**config.mk**
```make
export PLATFORM = sky130hd
export DESIGN_NAME = seq_det_sched
export DESIGN_NICKNAME = d
export VERILOG_FILES = /design/src/rtl/seq_det_sched.sv
export SDC_FILE = /design/constraint.sdc
export NUM_CORES = 1
export LEC_CHECK = 0
export CAP_MARGIN = 20
export CORE_MARGIN = 2
export CORE_UTILIZATION = 49
export CTS_BUF_LIST = sky130_fd_sc_hd__clkbuf_2
export DETAILED_ROUTE_END_ITERATION = 7
export PLACE_DENSITY = 0.81
export SLEW_MARGIN = 20
export SYNTH_ARGS = -nofsm -noshare
export SYNTH_HDL_FRONTEND = slang
export SYNTH_SLANG_ARGS = --single-unit
```
**constraint.sdc**
```tcl
create_clock -name clk -period 1.6 [get_ports clk]
set_input_delay 0.24 -clock clk [delete_from_list [all_inputs] [get_ports clk]]
set_output_delay 0.24 -clock clk [all_outputs]
set_load 0.01 [all_outputs]
```
**src/rtl/seq_det_sched.sv**
```systemverilog
// seq_det_sched: round-robin scheduler that shares one serial Mealy sequence detector
// between two word requesters and reports each word's hit count over a valid/ready port.
module seq_det_sched #(
  parameter int W    = 8,
  parameter int CNTW = 4
) (
  input  logic            clk,
  input  logic            rst,
  input  logic            req0_valid,
  input  logic [W-1:0]    req0_data,
  output logic            req0_ready,
  input  logic            req1_valid,
  input  logic [W-1:0]    req1_data,
  output logic            req1_ready,
  output logic            det_x,
  output logic            det_rst_n,
  input  logic            det_y,
  output logic            res_valid,
  output logic            res_src,
  output logic [CNTW-1:0] res_hits,
  input  logic            res_ready,
  output logic            busy
);

  typedef enum logic [1:0] {
    IDLE   = 2'd0,
    CLR    = 2'd1,
    SHIFT  = 2'd2,
    REPORT = 2'd3
  } state_t;

  localparam int              BCW      = (W > 2) ? $clog2(W) : 1;
  localparam logic [BCW-1:0]  LAST_BIT = BCW'(W - 1);
  localparam logic [CNTW-1:0] HIT_MAX  = {CNTW{1'b1}};

  state_t          state_r;
  state_t          state_nxt_s;
  logic [W-1:0]    shift_r;
  logic [W-1:0]    shift_nxt_s;
  logic [BCW-1:0]  bit_cnt_r;
  logic [CNTW-1:0] hits_r;
  logic            src_r;
  logic            prio_r;
  logic            gnt_s;
  logic            idle_s;
  logic            accept_s;
  logic            det_x_r;
  logic            det_rst_n_r;
  logic            res_valid_r;

  // State register
  always_ff @(posedge clk or posedge rst) begin
    if (rst) begin
      state_r <= IDLE;
    end else begin
      state_r <= state_nxt_s;
    end
  end

  // Next-state logic
  always_comb begin
    state_nxt_s = state_r;
    case (state_r)
      IDLE: begin
        if (accept_s) state_nxt_s = CLR;
        else          state_nxt_s = IDLE;
      end
      CLR:   state_nxt_s = SHIFT;
      SHIFT: begin
        if (bit_cnt_r == LAST_BIT) state_nxt_s = REPORT;
        else                       state_nxt_s = SHIFT;
      end
      REPORT: begin
        if (res_ready) state_nxt_s = IDLE;
        else           state_nxt_s = REPORT;
      end
      default: state_nxt_s = IDLE;
    endcase
  end

  // Grant selection; prio_r names the requester that wins a tie
  always_comb begin
    if (req0_valid && req1_valid) begin
      gnt_s = prio_r;
    end else if (req1_valid) begin
      gnt_s = 1'b1;
    end else if (req0_valid) begin
      gnt_s = 1'b0;
    end else begin
      gnt_s = prio_r;
    end
  end

  // Output decode: readies only while idle, and only for the granted requester
  always_comb begin
    idle_s     = (state_r == IDLE);
    req0_ready = idle_s && !gnt_s;
    req1_ready = idle_s && gnt_s;
    busy       = !idle_s;
    accept_s   = gnt_s ? (req1_valid && req1_ready) : (req0_valid && req0_ready);
  end

  // Shift-register advance while bits are being sent
  always_comb begin
    if (state_r == SHIFT) begin
      shift_nxt_s = {shift_r[W-2:0], 1'b0};
    end else begin
      shift_nxt_s = shift_r;
    end
  end

  // Job datapath: word latch, bit counter, saturating hit counter, source and priority
  always_ff @(posedge clk or posedge rst) begin
    if (rst) begin
      shift_r   <= '0;
      bit_cnt_r <= '0;
      hits_r    <= '0;
      src_r     <= 1'b0;
      prio_r    <= 1'b0;
    end else begin
      if (accept_s) begin
        shift_r <= gnt_s ? req1_data : req0_data;
        src_r   <= gnt_s;
        prio_r  <= ~gnt_s;
        hits_r  <= '0;
      end else begin
        shift_r <= shift_nxt_s;
      end
      if (state_r == SHIFT) begin
        bit_cnt_r <= bit_cnt_r + BCW'(1);
        if (det_y && (hits_r != HIT_MAX)) begin
          hits_r <= hits_r + CNTW'(1);
        end
      end else begin
        bit_cnt_r <= '0;
      end
    end
  end

  // Registered detector drive and result valid, computed from the upcoming state
  always_ff @(posedge clk or posedge rst) begin
    if (rst) begin
      det_x_r     <= 1'b0;
      det_rst_n_r <= 1'b0;
      res_valid_r <= 1'b0;
    end else begin
      det_rst_n_r <= (state_nxt_s != CLR);
      det_x_r     <= (state_nxt_s == SHIFT) ? shift_nxt_s[W-1] : 1'b0;
      res_valid_r <= (state_nxt_s == REPORT);
    end
  end

  assign det_x     = det_x_r;
  assign det_rst_n = det_rst_n_r;
  assign res_valid = res_valid_r;
  assign res_src   = src_r;
  assign res_hits  = hits_r;

endmodule

```
==> reports/qor.yml, run 1 <==
cp.arrival_ns: 1.36
antenna_cells: 0
path_max_fanout: 3
worstMarginPinSlew_ns: 0.640
finalCriticalPeriod_ns: 1.60
synth_async_sr_flop_share_pct: 100
routedWlPerCell_um: 15.6
hold_buffers: 0
ys_warn_count: 0
synth_fp_nets: 142
cts_made_buffers: 3
violations: "negative setup slack"
clk_pin_slew_ns: 0.23
drt_first_iter_violations: 15
crit_required_ns: 1.36
layout_setup_ws_ns: -0.00469
pwr-share-seq_pct: 36.6
htree_levels: 1
cp-end-kind: "output pin"
via_per_inst: 5.76
critPathLaunchType: "flop"
track_usage_pct: 22.0
drive_above_1_share_pct: 18.4
die_h_um: 53.8
switchingPower_uw: 1010
syn_inst: 117
drc: 0
routabilityCongestion: 0.774
switching_share_pct: 39.6
max_freq_ghz: 0.623
clock_path_buffers: 2
grt_max_degree: 23
cts_tree: "built"
rsz0062_at_grt: "yes"
num_rows: 18
status: "finished, violations left"
start_util_pct: 50.5
power_frac_clock_pct: 8.8
synth_area_um2: 1220
yosysUniqueCellTypes: 34
vdd_drop_max_v: 0.00134
synth-edff-count: 0
setup-tns-final_ns: -0.00469
overflow: 0
synth_top_area_share_pct: 45.2
io_pins: 33
drv_slew: 0
yosys_register_bits: 22
setup_viol: 1
hpwl_mm: 2.23
p_leak_uw: 0.000811
synth_most_common_cell: "dfrtp_1"
grt_antenna_before_repair: 0
ant_nets: 0
finalHoldViolations: 0
seq_area_frac_synth_pct: 45.2
cap_violations: 0
utilization_pct: 69.6
synth.avg_cell_area_um2: 10.4
synthFlopType: "dfrtp_1"
pwr-share-comb_pct: 54.6
internal_power_uw: 1540
routed_wl_mm: 3.00
path_class: "reg -> out"
cts-root-buf: "clkbuf_2"
synthTopCellsByArea: "dfrtp_1 (45%), o2111ai_1 (9.4%), and2_1 (4.6%)"
grt_pass1_vias: 1058
skew_ns: 0.0210
clock_latency_ns: 0.33
num_vias: 1111
die_w_um: 53.8
die_area_um2: 2900
dr.pass1.iters: 4
finalCritPeriodShare_pct: 100
area_growth_syn_to_layout_pct: 37.8
p_per_area_nw_per_um2: 1520
finalNetCount: 189
place.port_buffers: 32
hold_path.class: "in -> async"
cts_sinks: 22
slew_headroom_pct: 57.0
yosys.area.top_type: "dfrtp_1"
coreArea_um2: 2410
grt_pass1_wl_mm: 4.62
synth_commonest_cells: "dfrtp_1 (22), o2111ai_1 (13), and2_1 (9), nand3_1 (8), inv_1 (7)"
[routing by layer]
layer,vias to the layer above,track usage [%],share of wire [%]
met2,22,38.2,53
met5,-,0,0
li1,547,-,-
met4,0,6.41,0.33
met3,2,2.78,2.6
met1,540,28.4,44
[cell type report]
type	count	area [µm²]
sequential	22	551
clock inverter	1	3.75
timing repair buffer	50	457
inverter	9	33.8
tap	30	37.5
fill	180	732
clock buffer	3	15.0
multi-input combinational	78	581
[power by group through the flow]
stage	combinational [µW]	sequential, µW	clock (µW)
CTS	1300	940	228
finish	1390	930	225
global placement	1240	939	0
floorplan	809	958	0
detailed placement	1290	954	0
global route	1540	960	253
[critical path: stages (launching register included)]
cell,delay [ns]
dfrtp_1,0.44
maj3_2,0.34
and2_4,0.15
buf_6,0.11
[registers in the layout, indices dropped and copies added, names as in the netlist]
register	count
bit_cnt_r	3
det_rst_n	1
det_x	1
prio_r	1
res_hits	4
res_src	1
res_valid	1
shift_r	8
state_r	2
[placed cells by master, fill, tap and decap left out, types with 2 or more instances in the layout]
cell type	Yosys	routed
clkdlybuf4s50_1	0	25
dfrtp_1	22	22
buf_4	1	18
o2111ai_1	13	13
and2_1	9	8
nand3_1	8	8
inv_1	7	7
a221oi_1	6	6
o21ai_0	6	6
nor2_1	5	5
mux2i_1	5	5
nand2_1	3	3
ha_1	3	3
clkbuf_2	0	3
dlymetal6s2s_1	0	3
inv_2	2	2
nand4_1	2	2
and3_1	2	2
dlygate4sd2_1	0	2
[what timing repair did]
action,CTS,global route
setup buffers,2,4
gates resized for setup,10,6
pin swaps,3,2
endpoints found under the setup margin,3,8
[path summary, 6_finish.rpt]
| kind | slack (ns) | to | depth (start not counted) | startpoint |
|---|---|---|---|---|
| setup / recovery | -0.005 | req1_ready | 3 | prio_r |
| hold / removal | 0.21 | res_hits[3] | 3 | rst |
| setup reg to reg | 0.13 | shift_r[4] | 4 | state_r[1] |
| hold reg to reg | 0.46 | bit_cnt_r[0] | 1 | bit_cnt_r[0] |
| max in group asynchronous | 1.15 | bit_cnt_r[0] | 3 | rst |
| min in group clk | 0.46 | bit_cnt_r[0] | 1 | bit_cnt_r[0] |
[logic make-up after synthesis]
logic type | count (synthesis) | share of synthesized area, %
AND/OR/NAND/NOR | 34 | 15.6
AO/OA/AOI/OAI | 35 | 23.3
multiplexers | 5 | 4.11
flip-flops | 22 | 45.2
adder cells (fa/ha/maj) | 4 | 4.01
buffers and inverters | 17 | 7.71
[metrics by stage]
stage | worst slack, ns | cells | hold slack (ns) | power (µW) | cell area, µm²
after CTS | 0.00270 | 189 | 0.225 | 2470 | 1630
final | -0.00469 | 193 | 0.208 | 2540 | 1680
after global placement | -0.355 | 183 | 0.428 | 2180 | 1610
after global routing | -0.0680 | 193 | 0.251 | 2750 | 1680
after detailed placement | -0.374 | 183 | 0.438 | 2250 | 1610
after floorplan | 0.310 | 117 | 0.229 | 1770 | 1220
Power figures use the tool's default switching activity.
==> inputs of run 2 (changes only) <==
--- a/config.mk
+++ b/config.mk
@@ -10,7 +10,9 @@
 export CORE_UTILIZATION = 49
 export CTS_BUF_LIST = sky130_fd_sc_hd__clkbuf_2
 export DETAILED_ROUTE_END_ITERATION = 7
+export HOLD_SLACK_MARGIN = 0.15
 export PLACE_DENSITY = 0.81
+export REMOVE_ABC_BUFFERS = 1
 export SLEW_MARGIN = 20
 export SYNTH_ARGS = -nofsm -noshare
 export SYNTH_HDL_FRONTEND = slang
==> reports/qor.yml, run 2 (synthesized netlist as in run 1, its figures left out) <==
status: "finished, violations left"  # unchanged
violations: "negative setup slack"  # unchanged
crit_required_ns: 1.36  # about the same
pwr-share-comb_pct: 50.6  # was 54.6%
io_pins: 33  # unchanged
start_util_pct: 50.5  # unchanged
overflow: 0  # unchanged
rsz0062_at_grt: "yes"  # unchanged
pwr-share-seq_pct: 34.6  # was 36.6%
drt-met1-wl_mm: 1.23  # was 1.33 mm
coreArea_um2: 2410  # unchanged
skew_ns: 0.0225  # was 0.0210 ns
layout_setup_ws_ns: -0.0228  # was -0.00469 ns
clock_latency_ns: 0.35  # was 0.33 ns
grt_pass1_wl_mm: 4.64  # was 4.62 mm
crit_buf_inv: 1  # unchanged
via_per_inst: 5.75  # was 5.76
vdd_drop_max_v: 0.00116  # was 0.00134 V
cts-root-buf: "clkbuf_2"  # unchanged
critPathLaunchType: "flop"  # unchanged
switching_share_pct: 38.0  # was 39.6%
setup_viol: 1  # unchanged
path_max_fanout: 3  # unchanged
clk_pin_slew_ns: 0.23  # about the same
cp.arrival_ns: 1.38  # was 1.36 ns
cap_violations: 0  # unchanged
utilization_pct: 69.5  # was 69.6%
cts_tree: "built"  # unchanged
r2r-end: "shift_r[7]"  # was shift_r[4]
clock_path_buffers: 2  # unchanged
cts_made_buffers: 3  # unchanged
p_per_area_nw_per_um2: 1600  # was 1520 nW/µm²
finalCriticalPeriod_ns: 1.62  # was 1.60 ns
die_w_um: 53.8  # unchanged
drc: 0  # unchanged
hold_buffers: 0  # unchanged
max_freq_ghz: 0.616  # was 0.623 GHz
place_ws_ns: -0.387  # was -0.374 ns
switchingPower_uw: 1020  # was 1010 µW
ant_nets: 0  # unchanged
routedWlPerCell_um: 15.4  # was 15.6 µm
cpMaxStageDelayCell: "dfrtp_1"  # unchanged
place.port_buffers: 32  # unchanged
track_usage_pct: 22.5  # was 22.0%
mostFrequentLayoutCell: "clkdlybuf4s50_1"  # unchanged
drv_slew: 0  # unchanged
setup-tns-final_ns: -0.0228  # was -0.00469 ns
num_vias: 1081  # was 1111
layout_common_cells: "clkdlybuf4s50_1 (24), dfrtp_1 (22), o2111ai_1 (13), buf_4 (13)"  # was clkdlybuf4s50_1 (25), dfrtp_1 (22), buf_4 (18), o2111ai_1 (13)
hpwl_mm: 2.11  # was 2.23 mm
routabilityCongestion: 0.802  # was 0.774
reg2regPathDepth: 5  # was 4
dr.pass1.iters: 4  # unchanged
path_class: "reg -> out"  # unchanged
htree_levels: 1  # unchanged
grt_max_degree: 23  # unchanged
drive_above_1_share_pct: 17.1  # was 18.4%
finalNetCount: 184  # was 189
cp-end-kind: "output pin"  # unchanged
finalHoldViolations: 0  # unchanged
slew_headroom_pct: 65.9  # was 57.0%
timing.rr.start: "state_r[1]"  # unchanged
die_h_um: 53.8  # unchanged
p_leak_uw: 0.000817  # was 0.000811 µW
wl_met2_mm: 1.47  # was 1.59 mm
grt_antenna_before_repair: 0  # unchanged
internal_power_uw: 1660  # was 1540 µW
r2r_setup_slack_ns: 0.13  # about the same
critical_path.top_delay_family: "flip-flops"  # unchanged
cp_cell_sequence: "maj3_2, and2_4, buf_6"  # unchanged
crit_path_max_incr_delay_ns: 0.44  # about the same
drt_first_iter_violations: 28  # was 15
routed_wl_mm: 2.89  # was 3.00 mm
hold_path.class: "in -> async"  # unchanged
holdWs_ns: 0.184  # was 0.208 ns
largest_register_ffs: 8  # unchanged
cts_sinks: 22  # unchanged
p_total_uw: 2670  # was 2540 µW
num_rows: 18  # unchanged
grt_pass1_vias: 1087  # was 1058
worstMarginPinSlew_ns: 0.510  # was 0.640 ns
die_area_um2: 2900  # unchanged
area_growth_syn_to_layout_pct: 37.5  # was 37.8%
top_layer: "met4"  # unchanged
finalCritPeriodShare_pct: 101  # was 100%
top_register: "shift_r"  # unchanged
power_frac_clock_pct: 14.8  # was 8.8%
antenna_cells: 0  # unchanged
wl_met3_um: 141  # was 78 µm
==> run 2: changes by cell type in the layout (fill, tap and decap cells not counted) <==
cell and delta:
clkdlybuf4s50_1 -1, nor3_1 -1, nor3_2 +1, bufinv_16 +1, clkinv_1 -1, dlymetal6s2s_1 +1, buf_4 -5
==> run 2: worst max path at each step <==
stage	start	to	slack [ns]	depth (start not counted)
after CTS	prio_r	req1_ready	-0.006	3
after global routing	prio_r	req0_ready	-0.09	3
after global placement	req0_valid	req1_ready	-0.36	5
after floorplan	state_r[0]	shift_r[7]	0.11	4
final	prio_r	req1_ready	-0.02	3
after detailed placement	req0_valid	req1_ready	-0.39	5
==> run 2: routing by layer <==
layer,track usage [%],vias to the layer above
met4,10.3,0
met1,27.0,513
met3,3.89,6
li1,-,528
met5,0,-
met2,38.8,34
==> run 2: power by group through the flow <==
stage                     Clock (µW)  Combinational (µW)  Sequential, µW
final                            396                1350             923
after global routing             426                1500             955
after global placement             0                1220             936
after detailed placement           0                1260             953
after CTS                        398                1350             925
after floorplan                    0                 636            1010
==> run 2: worst reg2reg max path, cell delays in order, from the launching register on <==
cell     delay, ns
dfrtp_1       0.46
nor2_4        0.12
buf_4         0.13
buf_4         0.20
o21ai_1       0.13
o311a_1       0.34
==> run 2: timing repair <==
item,CTS,global route
pin swaps,3,2
setup endpoints to repair,5,15
gates resized for setup,10,8
cloned,0,0
buffers inserted,5,0
==> run 2: final cells by class <==
type	instances	area [µm²]
clock buffer	3	15.0
clock inverter	1	30.0
fill	194	736
inverter	9	33.8
multi-input combinational	78	586
sequential	22	551
tap	30	37.5
timing repair buffer	45	422
==> run 2: per-stage QoR <==
step / cell area [µm²] / instances
after floorplan: 1160 / 109
after global routing: 1670 / 188
after detailed placement: 1580 / 180
after CTS: 1650 / 189
after global placement: 1580 / 180
final: 1670 / 188
==> inputs of run 3 (changes only) <==
--- a/config.mk
+++ b/config.mk
@@ -5,13 +5,15 @@
 export SDC_FILE = /design/constraint.sdc
 export NUM_CORES = 1
 export LEC_CHECK = 0
+export ABC_AREA = 1
 export CAP_MARGIN = 20
 export CORE_MARGIN = 2
-export CORE_UTILIZATION = 49
+export CORE_UTILIZATION = 50
 export CTS_BUF_LIST = sky130_fd_sc_hd__clkbuf_2
+export CTS_CLUSTER_DIAMETER = 100
 export DETAILED_ROUTE_END_ITERATION = 7
 export HOLD_SLACK_MARGIN = 0.15
-export PLACE_DENSITY = 0.81
+export PLACE_DENSITY = 0.82
 export REMOVE_ABC_BUFFERS = 1
 export SLEW_MARGIN = 20
 export SYNTH_ARGS = -nofsm -noshare
==> reports/qor.yml, run 3 <==
status: "finished, final reports clean"  # was finished, violations left
synth_area_um2: 1230  # was 1220 µm²
finalCriticalPeriod_ns: 1.51  # was 1.62 ns
synth-edff-count: 0  # unchanged
max_freq_ghz: 0.663  # was 0.616 GHz
crit_required_ns: 1.36  # about the same
worstMarginPinSlew_ns: 0.276  # was 0.510 ns
routabilityCongestion: 0.714  # was 0.802
start_util_pct: 51.2  # was 50.5%
via_per_inst: 4.82  # was 5.75
die_h_um: 53.7  # was 53.8 µm
cts_tree: "built"  # unchanged
yosysUniqueCellTypes: 17  # was 34
r2r-end: "res_hits[0]"  # was shift_r[7]
grt_pass1_wl_mm: 4.02  # was 4.64 mm
critPathLaunchType: "flop"  # unchanged
met1_usage_pct: 20.3  # was 27.0%
grt_max_degree: 23  # unchanged
clock_latency_ns: 0.33  # was 0.35 ns
cts_made_buffers: 3  # unchanged
crit_buf_inv: 1  # unchanged
grt_antenna_before_repair: 0  # unchanged
synth_top_area_share_pct: 44.6  # was 45.2%
cts-root-buf: "clkbuf_2"  # unchanged
skew_ns: 0.0115  # was 0.0225 ns
hold_path.class: "in -> async"  # unchanged
synth_commonest_cells: "nand2_1 (54), inv_1 (26), dfrtp_1 (22), nand3_1 (20), nand3b_1 (8)"  # was dfrtp_1 (22), o2111ai_1 (13), and2_1 (9), nand3_1 (8), inv_1 (7)
cap_violations: 0  # unchanged
setup_viol: 0  # was 1
clk_pin_slew_ns: 0.20  # was 0.23 ns
synthTopCellsByArea: "dfrtp_1 (45%), nand2_1 (16%), nand3_1 (8.1%)"  # was dfrtp_1 (45%), o2111ai_1 (9.4%), and2_1 (4.6%)
mostFrequentLayoutCell: "nand2_1"  # was clkdlybuf4s50_1
hpwl_mm: 1.86  # was 2.11 mm
yosys_register_bits: 22  # unchanged
io_pins: 33  # unchanged
stdcell_count: 236  # was 188
yosys.area.top_type: "dfrtp_1"  # unchanged
path_class: "reg -> out"  # unchanged
finalCritPeriodShare_pct: 94.3  # was 101%
area_growth_syn_to_layout_pct: 34.1  # was 37.5%
synthFlopType: "dfrtp_1"  # unchanged
seq_area_frac_synth_pct: 44.6  # was 45.2%
drive_above_1_share_pct: 14.6  # was 17.1%
rsz0062_at_grt: "no"  # was yes
dr.pass1.iters: 4  # unchanged
coreArea_um2: 2410  # unchanged
die_area_um2: 2880  # was 2900 µm²
place.port_buffers: 32  # unchanged
finalNetCount: 233  # was 184
grtUsageMet2_pct: 37.0  # was 38.8%
synth_most_common_cell: "nand2_1"  # was dfrtp_1
vdd_drop_max_v: 0.00101  # was 0.00116 V
htree_levels: 1  # unchanged
num_rows: 18  # unchanged
path_max_fanout: 3  # unchanged
slew_headroom_pct: 81.6  # was 65.9%
ys_warn_count: 0  # unchanged
top_register: "shift_r"  # unchanged
clock_path_buffers: 2  # unchanged
routed_wl_mm: 2.35  # was 2.89 mm
r2r_setup_slack_ns: 0.25  # was 0.13 ns
cp_cell_sequence: "clkdlybuf4s50_1"  # was maj3_2, and2_4, buf_6
syn_inst: 162  # was 117
layout_common_cells: "nand2_1 (54), clkdlybuf4s50_1 (29), inv_1 (26), dfrtp_1 (22), nand3_1 (20)"  # was clkdlybuf4s50_1 (24), dfrtp_1 (22), o2111ai_1 (13), buf_4 (13)
cp-end-kind: "output pin"  # unchanged
busiest_layer: "met2"  # unchanged
overflow: 0  # unchanged
p_total_uw: 2500  # was 2670 µW
cp.arrival_ns: 1.27  # was 1.38 ns
routedWlPerCell_um: 9.94  # was 15.4 µm
cts_sinks: 22  # unchanged
cpMaxStageDelayCell: "clkdlybuf4s50_1"  # was dfrtp_1
finalHoldViolations: 0  # unchanged
critical_path.top_delay_family: "buffers and inverters"  # was flip-flops
synth_async_sr_flop_share_pct: 100  # unchanged
reg2regPathDepth: 6  # was 5
dp.cells: 229  # was 180
timing.rr.start: "res_hits[0]"  # was state_r[1]
antenna_cells: 0  # unchanged
ant_nets: 0  # unchanged
die_w_um: 53.7  # was 53.8 µm
drc: 0  # unchanged
num_vias: 1137  # was 1081
track_usage_pct: 19.3  # was 22.5%
hold_buffers: 0  # unchanged
largest_register_ffs: 8  # unchanged
crit_path_max_incr_delay_ns: 0.54  # was 0.44 ns
met3_usage_pct: 4.44  # was 3.89%
drt_first_iter_violations: 24  # was 28
utilization_pct: 68.7  # was 69.5%
grt_pass1_vias: 1025  # was 1087
p_per_area_nw_per_um2: 1510  # was 1600 nW/µm²
synth.avg_cell_area_um2: 7.62  # was 10.4 µm²
drv_slew: 0  # unchanged
p_leak_uw: 0.000912  # was 0.000817 µW
[run 3: cell count changes in the layout (fill, tap and decap cells not counted), sizes merged, moves of 6 or more]
cell / previous run / this run
nand2: 3 / 60
nand3b: 1 / 8
inv: 9 / 29
nand3: 8 / 21
o21ai: 7 / 1
o2111ai: 13 / 0
and2: 9 / 0
a221oi: 6 / 0
[run 3: what timing repair did]
| action | CTS | global route |
|---|---|---|
| pin swaps | 0 | 0 |
| buffers inserted | 1 | 3 |
| setup endpoints to repair | 4 | 5 |
| gates resized for setup | 4 | 3 |
| endpoints found under the hold margin | 0 | 0 |
[run 3: report_power, final]
group	internal [µW]	leakage [µW]	switching, µW	total [µW]
clock network	51.1	0.0000125	161	212
registers	794	0.000275	111	904
logic	617	0.000624	763	1380
total	1460	0.000912	1030	2500
[run 3: logic make-up (layout without fill, tap and decap cells)]
kind of cell	Yosys count	in the layout	share of synthesized area, %
AOI/OAI and AO/OA	3	3	1.22
adders and majority gates	3	3	3.04
buffers and inverters	31	75	10.6
DFF	22	22	44.6
and+or+nand+nor	103	103	40.5
[run 3: worst max path at each step]
stage                start     endpoint  slack [ns]  depth (start not counted)
2_1_floorplan  res_hits[0]  res_hits[0]        0.42                          5
3_3_place_gp    req1_valid   req1_ready       -0.20                          6
3_5_place_dp    req1_valid   req1_ready       -0.27                          6
4_1_cts         state_r[0]   req0_ready      0.0007                          4
5_1_grt         state_r[0]   req0_ready        0.03                          4
6_report       res_hits[3]  res_hits[3]        0.09                          1
[run 3: worst min-delay path: stages]
cell and delay (ns):
clkdlybuf4s50_1 0.39, inv_1 0.05, buf_4 0.28
[run 3: cell type report]
cell class | instances | area, µm²
well taps | 30 | 37.5
clock buffers | 3 | 15.0
inverters | 29 | 109
flip-flops and latches | 22 | 551
fillers | 193 | 753
repair buffers | 43 | 392
multi-input cells | 109 | 553
[run 3: metal layers]
layer  wire length (µm)  vias up
met1               1010      509
met5                  0        -
met2               1180       35
met4                 38        0
met3                118        5
li1                   -      588
[run 3: per-stage QoR]
stage / TNS (ns) / setup WS, ns / cell area, µm² / hold slack [ns]
floorplan: 0 / 0.417 / 1210 / 0.229
global placement: -0.352 / -0.199 / 1620 / 0.421
detailed placement: -0.504 / -0.267 / 1620 / 0.436
CTS: 0 / 0.000711 / 1640 / 0.232
global route: 0 / 0.0301 / 1660 / 0.257
finish: 0 / 0.0910 / 1660 / 0.214
